--- config.mk ---
export PLATFORM = sky130hd
export DESIGN_NAME = serial_demux_ctrl_flat
export DESIGN_NICKNAME = d
export VERILOG_FILES = /design/src/rtl/serial_demux_ctrl_pkg.sv /design/src/rtl/serial_demux_ctrl_if.sv /design/src/rtl/serial_demux_ctrl_chan_frame_counter.sv /design/src/rtl/serial_demux_ctrl.sv /design/src/flat_wrapper.sv
export SDC_FILE = /design/constraint.sdc
export NUM_CORES = 1
export LEC_CHECK = 0
export CAP_MARGIN = 20
export CORE_MARGIN = 2
export CORE_UTILIZATION = 51
export CTS_CLUSTER_SIZE = 40
export DETAILED_ROUTE_END_ITERATION = 6
export PLACE_DENSITY = 0.79
export SLEW_MARGIN = 20
export SYNTH_ARGS = -nofsm -noshare
export SYNTH_HDL_FRONTEND = slang
export SYNTH_SLANG_ARGS = --single-unit
--- constraint.sdc ---
create_clock -name clk -period 2.5 [get_ports clk]
set_input_delay 0.5 -clock clk [delete_from_list [all_inputs] [get_ports clk]]
set_output_delay 0.5 -clock clk [all_outputs]
set_load 0.02 [all_outputs]
--- src/rtl/serial_demux_ctrl_pkg.sv ---
// serial_demux_ctrl_pkg: shared FSM state encoding and frame/demux geometry
package serial_demux_ctrl_pkg;
  typedef enum logic [1:0] {IDLE = 2'd0, ADDR = 2'd1, LEN = 2'd2, DATA = 2'd3} state_t;
  localparam int ADDR_W = 2;
  localparam int NUM_CH = 4;
endpackage

--- src/rtl/serial_demux_ctrl_if.sv ---
// serial_demux_ctrl_if: frame source (start, serial_in) -> controller (sel, dout, dout_valid, busy, frame_done, ovr, chan_cnt)
interface serial_demux_ctrl_if
  import serial_demux_ctrl_pkg::*;
#(parameter int CNT_W = 8);
  logic start;
  logic serial_in;
  logic [ADDR_W-1:0] sel;
  logic dout;
  logic dout_valid;
  logic busy;
  logic frame_done;
  logic ovr;
  logic [NUM_CH*CNT_W-1:0] chan_cnt;
  modport master(output start, serial_in, input sel, dout, dout_valid, busy, frame_done, ovr, chan_cnt);
  modport slave(input start, serial_in, output sel, dout, dout_valid, busy, frame_done, ovr, chan_cnt);
endinterface

--- src/rtl/serial_demux_ctrl_chan_frame_counter.sv ---
// chan_frame_counter: NUM_CH wrapping CNT_W-bit counters, inc bumps counter idx, rst_n clears all synchronously
module chan_frame_counter
  import serial_demux_ctrl_pkg::*;
#(parameter int CNT_W = 8)
(
  input  logic                    clk,
  input  logic                    rst_n,
  input  logic                    inc,
  input  logic [ADDR_W-1:0]       idx,
  output logic [NUM_CH*CNT_W-1:0] cnt
);
  always_ff @(posedge clk)
    if (!rst_n) cnt <= '0;
    else if (inc) cnt[idx*CNT_W +: CNT_W] <= cnt[idx*CNT_W +: CNT_W] + CNT_W'(1);
endmodule

--- src/rtl/serial_demux_ctrl.sv ---
// serial_demux_ctrl: parses addr/len/payload serial frames into demux sel/dout with per-channel frame counts (clk, rst_n, bus.slave)
module serial_demux_ctrl
  import serial_demux_ctrl_pkg::*;
#(
  parameter int LEN_W = 4,
  parameter int CNT_W = 8
)
(
  input logic                clk,
  input logic                rst_n,
  serial_demux_ctrl_if.slave bus
);
  state_t state_q, state_d;
  logic [LEN_W-1:0] bit_cnt, len_r;
  logic addr_msb, last_bit;
  assign last_bit = (state_q == ADDR && bit_cnt == LEN_W'(ADDR_W - 1)) ||
                    (state_q == LEN  && bit_cnt == LEN_W'(LEN_W - 1)) ||
                    (state_q == DATA && bit_cnt == len_r);
  assign bus.busy = state_q != IDLE;
  always_comb begin
    state_d = state_q;
    case (state_q)
      IDLE: state_d = bus.start ? ADDR : IDLE;
      ADDR: state_d = last_bit ? LEN : ADDR;
      LEN:  state_d = last_bit ? DATA : LEN;
      DATA: state_d = last_bit ? IDLE : DATA;
    endcase
  end
  always_ff @(posedge clk) begin
    if (!rst_n) begin
      state_q        <= IDLE;
      bit_cnt        <= '0;
      len_r          <= '0;
      addr_msb       <= 1'b0;
      bus.sel        <= '0;
      bus.dout       <= 1'b0;
      bus.dout_valid <= 1'b0;
      bus.frame_done <= 1'b0;
      bus.ovr        <= 1'b0;
    end else begin
      state_q        <= state_d;
      bit_cnt        <= (state_q == IDLE || last_bit) ? '0 : bit_cnt + LEN_W'(1);
      addr_msb       <= (state_q == ADDR && !last_bit) ? bus.serial_in : addr_msb;
      bus.sel        <= (state_q == ADDR && last_bit) ? {addr_msb, bus.serial_in} : bus.sel;
      len_r          <= state_q == LEN ? LEN_W'({len_r, bus.serial_in}) : len_r;
      bus.dout       <= state_q == DATA && bus.serial_in;
      bus.dout_valid <= state_q == DATA;
      bus.frame_done <= state_q == DATA && last_bit;
      bus.ovr        <= bus.start && state_q != IDLE;
    end
  end
  chan_frame_counter #(.CNT_W(CNT_W)) u_cnt (
    .clk  (clk),
    .rst_n(rst_n),
    .inc  (bus.frame_done),
    .idx  (bus.sel),
    .cnt  (bus.chan_cnt)
  );
endmodule

--- src/flat_wrapper.sv ---
// flat-port wrapper written by rule: the top's interface ports become plain ports
module serial_demux_ctrl_flat import serial_demux_ctrl_pkg::*;
#(
  parameter int LEN_W = 4,
  parameter int CNT_W = 8
)
  (clk, rst_n, bus_start, bus_serial_in, bus_sel, bus_dout, bus_dout_valid, bus_busy, bus_frame_done, bus_ovr, bus_chan_cnt);
  serial_demux_ctrl_if #(.CNT_W(CNT_W)) bus_i ();
  input logic clk;
  input logic rst_n;
  input wire logic [$bits(bus_i.start)-1:0] bus_start;
  input wire logic [$bits(bus_i.serial_in)-1:0] bus_serial_in;
  output wire logic [$bits(bus_i.sel)-1:0] bus_sel;
  output wire logic [$bits(bus_i.dout)-1:0] bus_dout;
  output wire logic [$bits(bus_i.dout_valid)-1:0] bus_dout_valid;
  output wire logic [$bits(bus_i.busy)-1:0] bus_busy;
  output wire logic [$bits(bus_i.frame_done)-1:0] bus_frame_done;
  output wire logic [$bits(bus_i.ovr)-1:0] bus_ovr;
  output wire logic [$bits(bus_i.chan_cnt)-1:0] bus_chan_cnt;
  assign bus_i.start = bus_start;
  assign bus_i.serial_in = bus_serial_in;
  assign bus_sel = bus_i.sel;
  assign bus_dout = bus_i.dout;
  assign bus_dout_valid = bus_i.dout_valid;
  assign bus_busy = bus_i.busy;
  assign bus_frame_done = bus_i.frame_done;
  assign bus_ovr = bus_i.ovr;
  assign bus_chan_cnt = bus_i.chan_cnt;
  serial_demux_ctrl #(.LEN_W(LEN_W), .CNT_W(CNT_W)) u_core (.clk(clk), .rst_n(rst_n), .bus(bus_i));
endmodule
# Yosys cells after proc, flatten, opt, wreduce, memory -nomap -nowiden
# Cells that the tools add are included.
op_classes:
  add_sub_neg: 3
  n_eq_ne: 6
  shift: 3
  n_mux: 6
  n_bitwise: 1
  n_reduce_logical: 15
ops:
  columns: ["cell", "count"]
  rows:
  - ["$neg A5 Y34", 1]
  - ["$shift A8 B34 Y32 const A", 1]
  - ["$shiftx A8 B34 Y32", 1]
  - ["$bwmux W32", 1]
  - ["$shiftx A32 B6 Y8", 1]
  - ["$add A8 B1 Y8 const B", 1]
  - ["$logic_and A1 B1 Y1", 8]
  - ["$pmux W2 S4", 1]
  - ["$add A4 B1 Y4 const B", 1]
  - ["$eq A2 B2 Y1 const B", 2]
  - ["$eq A4 B1 Y1 const B", 1]
  - ["$eq A4 B2 Y1 const B", 1]
  - ["$eq A4 B4 Y1", 1]
  - ["$mux W2", 2]
  - ["$logic_or A1 B1 Y1", 3]
  - ["$eq A2 B1 Y1 const B", 1]
  - ["$logic_not A2 Y1", 1]
  - ["$mux W1", 2]
  - ["$reduce_bool A2 Y1", 1]
  - ["$reduce_or A2 Y1", 1]
  - ["$logic_not A1 Y1", 1]
  - ["$not A1 Y1", 1]
word_totals:
  register_bits: 49
  inputBits: 4
  output_inout_bits: 39
  elab_cells: 44

# Depth between registers and ports, before layout
depth:
  depth_word: 6
  ltp_mapped: 8
  mapped_depth_nobuf: 7

# Modules after synthesis
# Synthesis repeated with hierarchy kept, for this count alone.
hier_totals:
  cells_unflattened: 263
  hier_area_um2: 2489.9
by_module_without_submodules:
  columns: ["mod", "n_inst", "cells_each", "area_per_inst_um2", "seq_area_each_um2"]
  rows:
  - ["chan_frame_counter", 1, 189, 1742.9, 640.6]
  - ["serial_demux_ctrl", 1, 74, 747.0, 340.3]

# Worst setup path after synthesis
# Ideal clock, no wire load.
synth_timing:
  path_kind: "register to register"
  startpoint: "register u_core.bus.sel[0]"
  endpoint: "register u_core.u_cnt.cnt[10]"
  setup_ns: 0.115
  t_arrival_ns: 2.041
  required_time_ns: 2.385
  path_slack_ns: 0.344
  stages_incl_launch_ff: 8
  n_path_buf: 2
  synth_period_minus_slack_ns: 2.156
  cell_sequence: "dfxtp_1 > buf_6 > buf_12 > mux4_2 > ha_1 > xnor2_1 > o21ai_0 > and2_1"
synth_via:
  elab_chain_len: 4
  word_cells_on_any_way: 6
  cone_classes: "add/sub (2); shift (3); mux (1)"
synth_rtl:
  columns: ["item", "line", "text"]
  rows:
  - ["start, declared", "serial_demux_ctrl_if.sv:15", "modport slave(input start, serial_in, output sel, dout, dout_valid, busy, frame_done, ovr, chan_cnt);"]
  - ["start signal, assigned", "serial_demux_ctrl.sv:44", "bus.sel <= (state_q == ADDR && last_bit) ? {addr_msb, bus.serial_in} : bus.sel;"]
  - ["$shiftx A32 B6 Y8", "serial_demux_ctrl_chan_frame_counter.sv:14", "else if (inc) cnt[idx*CNT_W +: CNT_W] <= cnt[idx*CNT_W +: CNT_W] + CNT_W'(1);"]
  - ["$add A8 B1 Y8", "serial_demux_ctrl_chan_frame_counter.sv:14", null]
  - ["$shiftx A8 B34 Y32", "serial_demux_ctrl_chan_frame_counter.sv:14", null]
  - ["$bwmux W32 *", "serial_demux_ctrl_chan_frame_counter.sv:14", null]
  - ["end signal, assigned by index", "serial_demux_ctrl_chan_frame_counter.sv:14", null]
  - ["end, declared", "serial_demux_ctrl_chan_frame_counter.sv:10", "output logic [NUM_CH*CNT_W-1:0] cnt"]
# Mark *: on every way between the ends. The rest lies on a longest branch, timed or not.
# A chain may end at the register's enable or synchronous reset.

# Final worst setup path
layout_timing:
  startpoint: "register u_core.bus.sel[0]"
  endpoint: "register u_core.u_cnt.cnt[26]"
# The elaborated chain is that of the path after synthesis.

==> results <==
## where the power goes
group / total (uW) / switching [uW] / internal (uW)
registers: 796 / 9.37 / 787
clock network: 464 / 267 / 197
logic: 70.8 / 38.3 / 32.4
## logic make-up (layout without fill, tap and decap cells)
| logic type | count (synthesis) | count (layout) | synth area share [%] |
|---|---|---|---|
| AO/OA/AOI/OAI | 41 | 41 | 10.7 |
| XOR/XNOR | 12 | 12 | 5.93 |
| adder cells (fa/ha/maj) | 8 | 8 | 4.39 |
| buffers and inverters | 11 | 58 | 2.96 |
| flip-flops | 49 | 49 | 43.0 |
| multiplexers | 13 | 13 | 10.1 |
| AND/OR/NAND/NOR | 97 | 97 | 22.9 |
## worst max-delay path, cell delays in order (launching register included)
cell,delay [ps]
dfxtp_1,500
mux4_2,650
ha_1,260
xnor2_1,310
o21ai_0,140
and2_1,160
## state kept, by name, summed over array words and instances (netlist names)
name and cells:
u_core.addr_msb 1, u_core.bus.dout 1, u_core.bus.ovr 1, u_core.len_r 4, u_core.u_cnt.cnt 32, u_core.bus.frame_done 1, u_core.state_q 2, u_core.bus.sel 2
u_core.bus.dout_valid 1, u_core.bit_cnt 4
## final cells by class
| type | count | area share [%] |
|---|---|---|
| Inverter | 4 | 0.531 |
| Clock buffer | 6 | 2.56 |
| Timing Repair Buffer | 46 | 15.9 |
| Multi-Input combinational cell | 171 | 43.5 |
| Tap cell | 52 | 2.30 |
| Clock inverter | 2 | 0.531 |
| Sequential cell | 49 | 34.7 |
## final timing paths
path	cells after the start	start	slack (ps)	end
worst max-delay path	5	u_core.bus.sel[0]	370	u_core.u_cnt.cnt[26]
worst min-delay path	2	u_core.u_cnt.cnt[23]	470	u_core.u_cnt.cnt[23]
worst max register to register	5	u_core.bus.sel[0]	370	u_core.u_cnt.cnt[26]
worst min register to register	2	u_core.u_cnt.cnt[23]	470	u_core.u_cnt.cnt[23]
## cell usage after synthesis, types with 5 or more instances
| cell | count |
|---|---|
| o21ai_1 | 12 |
| xor2_1 | 5 |
| nand2_1 | 40 |
| ha_1 | 8 |
| nor2_1 | 5 |
| dfxtp_1 | 49 |
| mux2i_1 | 5 |
| o21ai_0 | 16 |
| nor2b_1 | 11 |
| mux4_2 | 8 |
| and2_1 | 14 |
## routing by layer
metal | part of all wire, % | up-vias | GRT usage [%]
met5 | 0 | - | 0
met4 | 1.6 | 0 | 9.01
met3 | 6.0 | 6 | 4.84
met2 | 49 | 46 | 35.2
met1 | 44 | 844 | 27.0
li1 | - | 891 | -
## layout by cell type (no fill, tap or decap), types with 2 or more instances in the layout
| cell type | instances |
|---|---|
| a211oi_1 | 2 |
| a21boi_0 | 2 |
| a22oi_1 | 4 |
| and2_1 | 14 |
| and3_1 | 2 |
| and3b_1 | 2 |
| and4_1 | 2 |
| buf_4 | 4 |
| clkbuf_8 | 5 |
| clkdlybuf4s50_1 | 42 |
| clkinvlp_4 | 2 |
| dfxtp_1 | 49 |
| ha_1 | 8 |
| inv_1 | 4 |
| mux2i_1 | 5 |
| mux4_2 | 8 |
| nand2_1 | 40 |
| nand2b_1 | 2 |
| nand3_1 | 4 |
| nand4_1 | 2 |
| nor2_1 | 5 |
| nor2b_1 | 11 |
| nor3_1 | 4 |
| o21a_1 | 2 |
| o21ai_0 | 16 |
| o21ai_1 | 12 |
| xnor2_1 | 3 |
| xnor2_2 | 3 |
| xor2_1 | 5 |
## stage by stage
stage	total power, uW	worst slack [ps]	instance area (um^2)	hold WS (ps)
floorplan	862	344	2280	482
global placement	885	460	2740	448
detailed placement	886	400	2740	457
CTS	1340	388	2830	470
global route	1380	218	2830	488
finish	1330	367	2830	466
==> parameters.txt <==
Parameter                              Value

Cells and area
  Final layout net count ... between 200 and 300
  Ant. Diodes ... 0
  Fraction of the core area covered by cells at the end of the flow ... 65.5%
  Final std cells w/o fill ... 330
  Sequential cell area in the final layout ... ~1000 um^2
  Synthesis-to-finish area growth ... 24.1%
  Footprint of the multi-input gates ... 0.00123 mm^2
  Number of fill cells in the layout ... around 380
  Ratio of cells with drive above 1 in the final layout ... 10.8%

Global routing
  First-pass GRT wire length ... 8.29 mm
  Via count of the first global-routing pass ... 1765
  Initial antenna violation count ... 0
  Overall track demand over capacity in global routing ... roughly a fifth
  Largest net degree at the start of global routing ... 25
  Total grt overflow ... 0

Route
  Number of antenna-violating nets in the routed design ... 0
  Total number of vias ... 1787
  DRC violations left ... 0
  Average wire length per cell after detail routing ... 15.0 um
  DRC violation total after the first TritonRoute iteration ... 135
  Total wire length after detailed routing ... 4.94 mm
  Number of vias per cell after detailed routing ... 5.42
  Number of search-and-repair iterations in the first detailed-routing pass ... 5

Clock tree
  CTS buffer count ... 5
  Post-CTS clock slew at the launch and capture registers of the worst setup and hold paths ... approximately 90 ps
  Maximum root-to-sink buffer count ... 2
  Number of setup buffers added after CTS ... 0
  H-tree level count ... 2
  Count of cells resized by post-cts repair ... 0
  CTS Hold Bufs ... 0
  Clock tree from TritonCTS ... done
  Skew-Pair Late Insertion Delay ... 310 ps
  Root buf cell ... clkbuf_8
  Count of clock tree sinks ... 49

Floorplanning
  Boundary pin count ... 43
  Die Y ... 70.9 um
  Number of rows created at floorplan ... 24
  Width of the chip ... a little over 70 um
  Overall die area ... ~0.005 mm^2
  Placeable core area ... about 0.0043 mm^2
  Starting Density ... 52.7%

Worst setup path
  Data required time at the worst endpoint ... 2710 ps
  Critical Path Start Type ... flop
  Type of the setup path with the least slack ... reg -> reg
  Data arrival, critical path ... roughly 2300 ps
  Crit path max fanout ... 7
  Sort of element at the end of the critical path ... flop

Yosys
  Net count after synthesis ... ~240
  Top cell type by total area after synthesis ... dfxtp_1
  Fraction of the yosys area taken by sequential cells ... 43.0%
  Count of state elements after synthesis ... 49
  Cell types occupying the most area after synthesis ... dfxtp_1 (43%), mux4_2 (7.9%), nand2_1 (6.6%)
  Mapped cell area ... around 0.0023 mm^2
  Count of flip-flops with a built-in enable after synthesis ... 0
  Mean instance size in the synthesized netlist ... 9.87 um^2
  Synth warnings ... 0
  Area share of the leading cell type in the synthesized netlist ... 43.0%
  Unique cell type count in the Yosys netlist ... 42
  Predominant post-synthesis flop cell ... dfxtp_1
  Ys async rst share ... 0%
  Synthesized instance count ... roughly 230

Timing
  Crit path time final ... around 2100 ps
  RSZ-0062 raised after global routing ... false
  Final-report max-slew violation count ... 0
  Pin slew with the least headroom to its limit ... 696 ps
  Count of final setup violators ... 0
  Clock skew ... a little over 6 ps
  Timing-limited maximum frequency ... 0.469 GHz
  Relative slew slack ... 53.5%
  Post-route fraction of the period consumed by the critical path ... 85.3%
  Total Neg Setup Slack ... 0 ps
  Final number of hold-violating endpoints ... 0

Place
  Buffers on Ports ... 42
  Post-detailed-placement half-perimeter wirelength ... 3.71 mm
  Final GP Congestion ... just over 0.8
  Placed Instances ... 322

Power
  Leakage power figure ... 0.00102 uW
  Maximum VDD drop ... 0.359 mV
  Power density of the placed cells ... 470 mW/mm^2

Hold path
  Class of the worst hold path ... reg -> reg

Outcome
  Status ... finished clean

Job
  Max_cap viols ... 0
(Power assumes the default switching activity.)
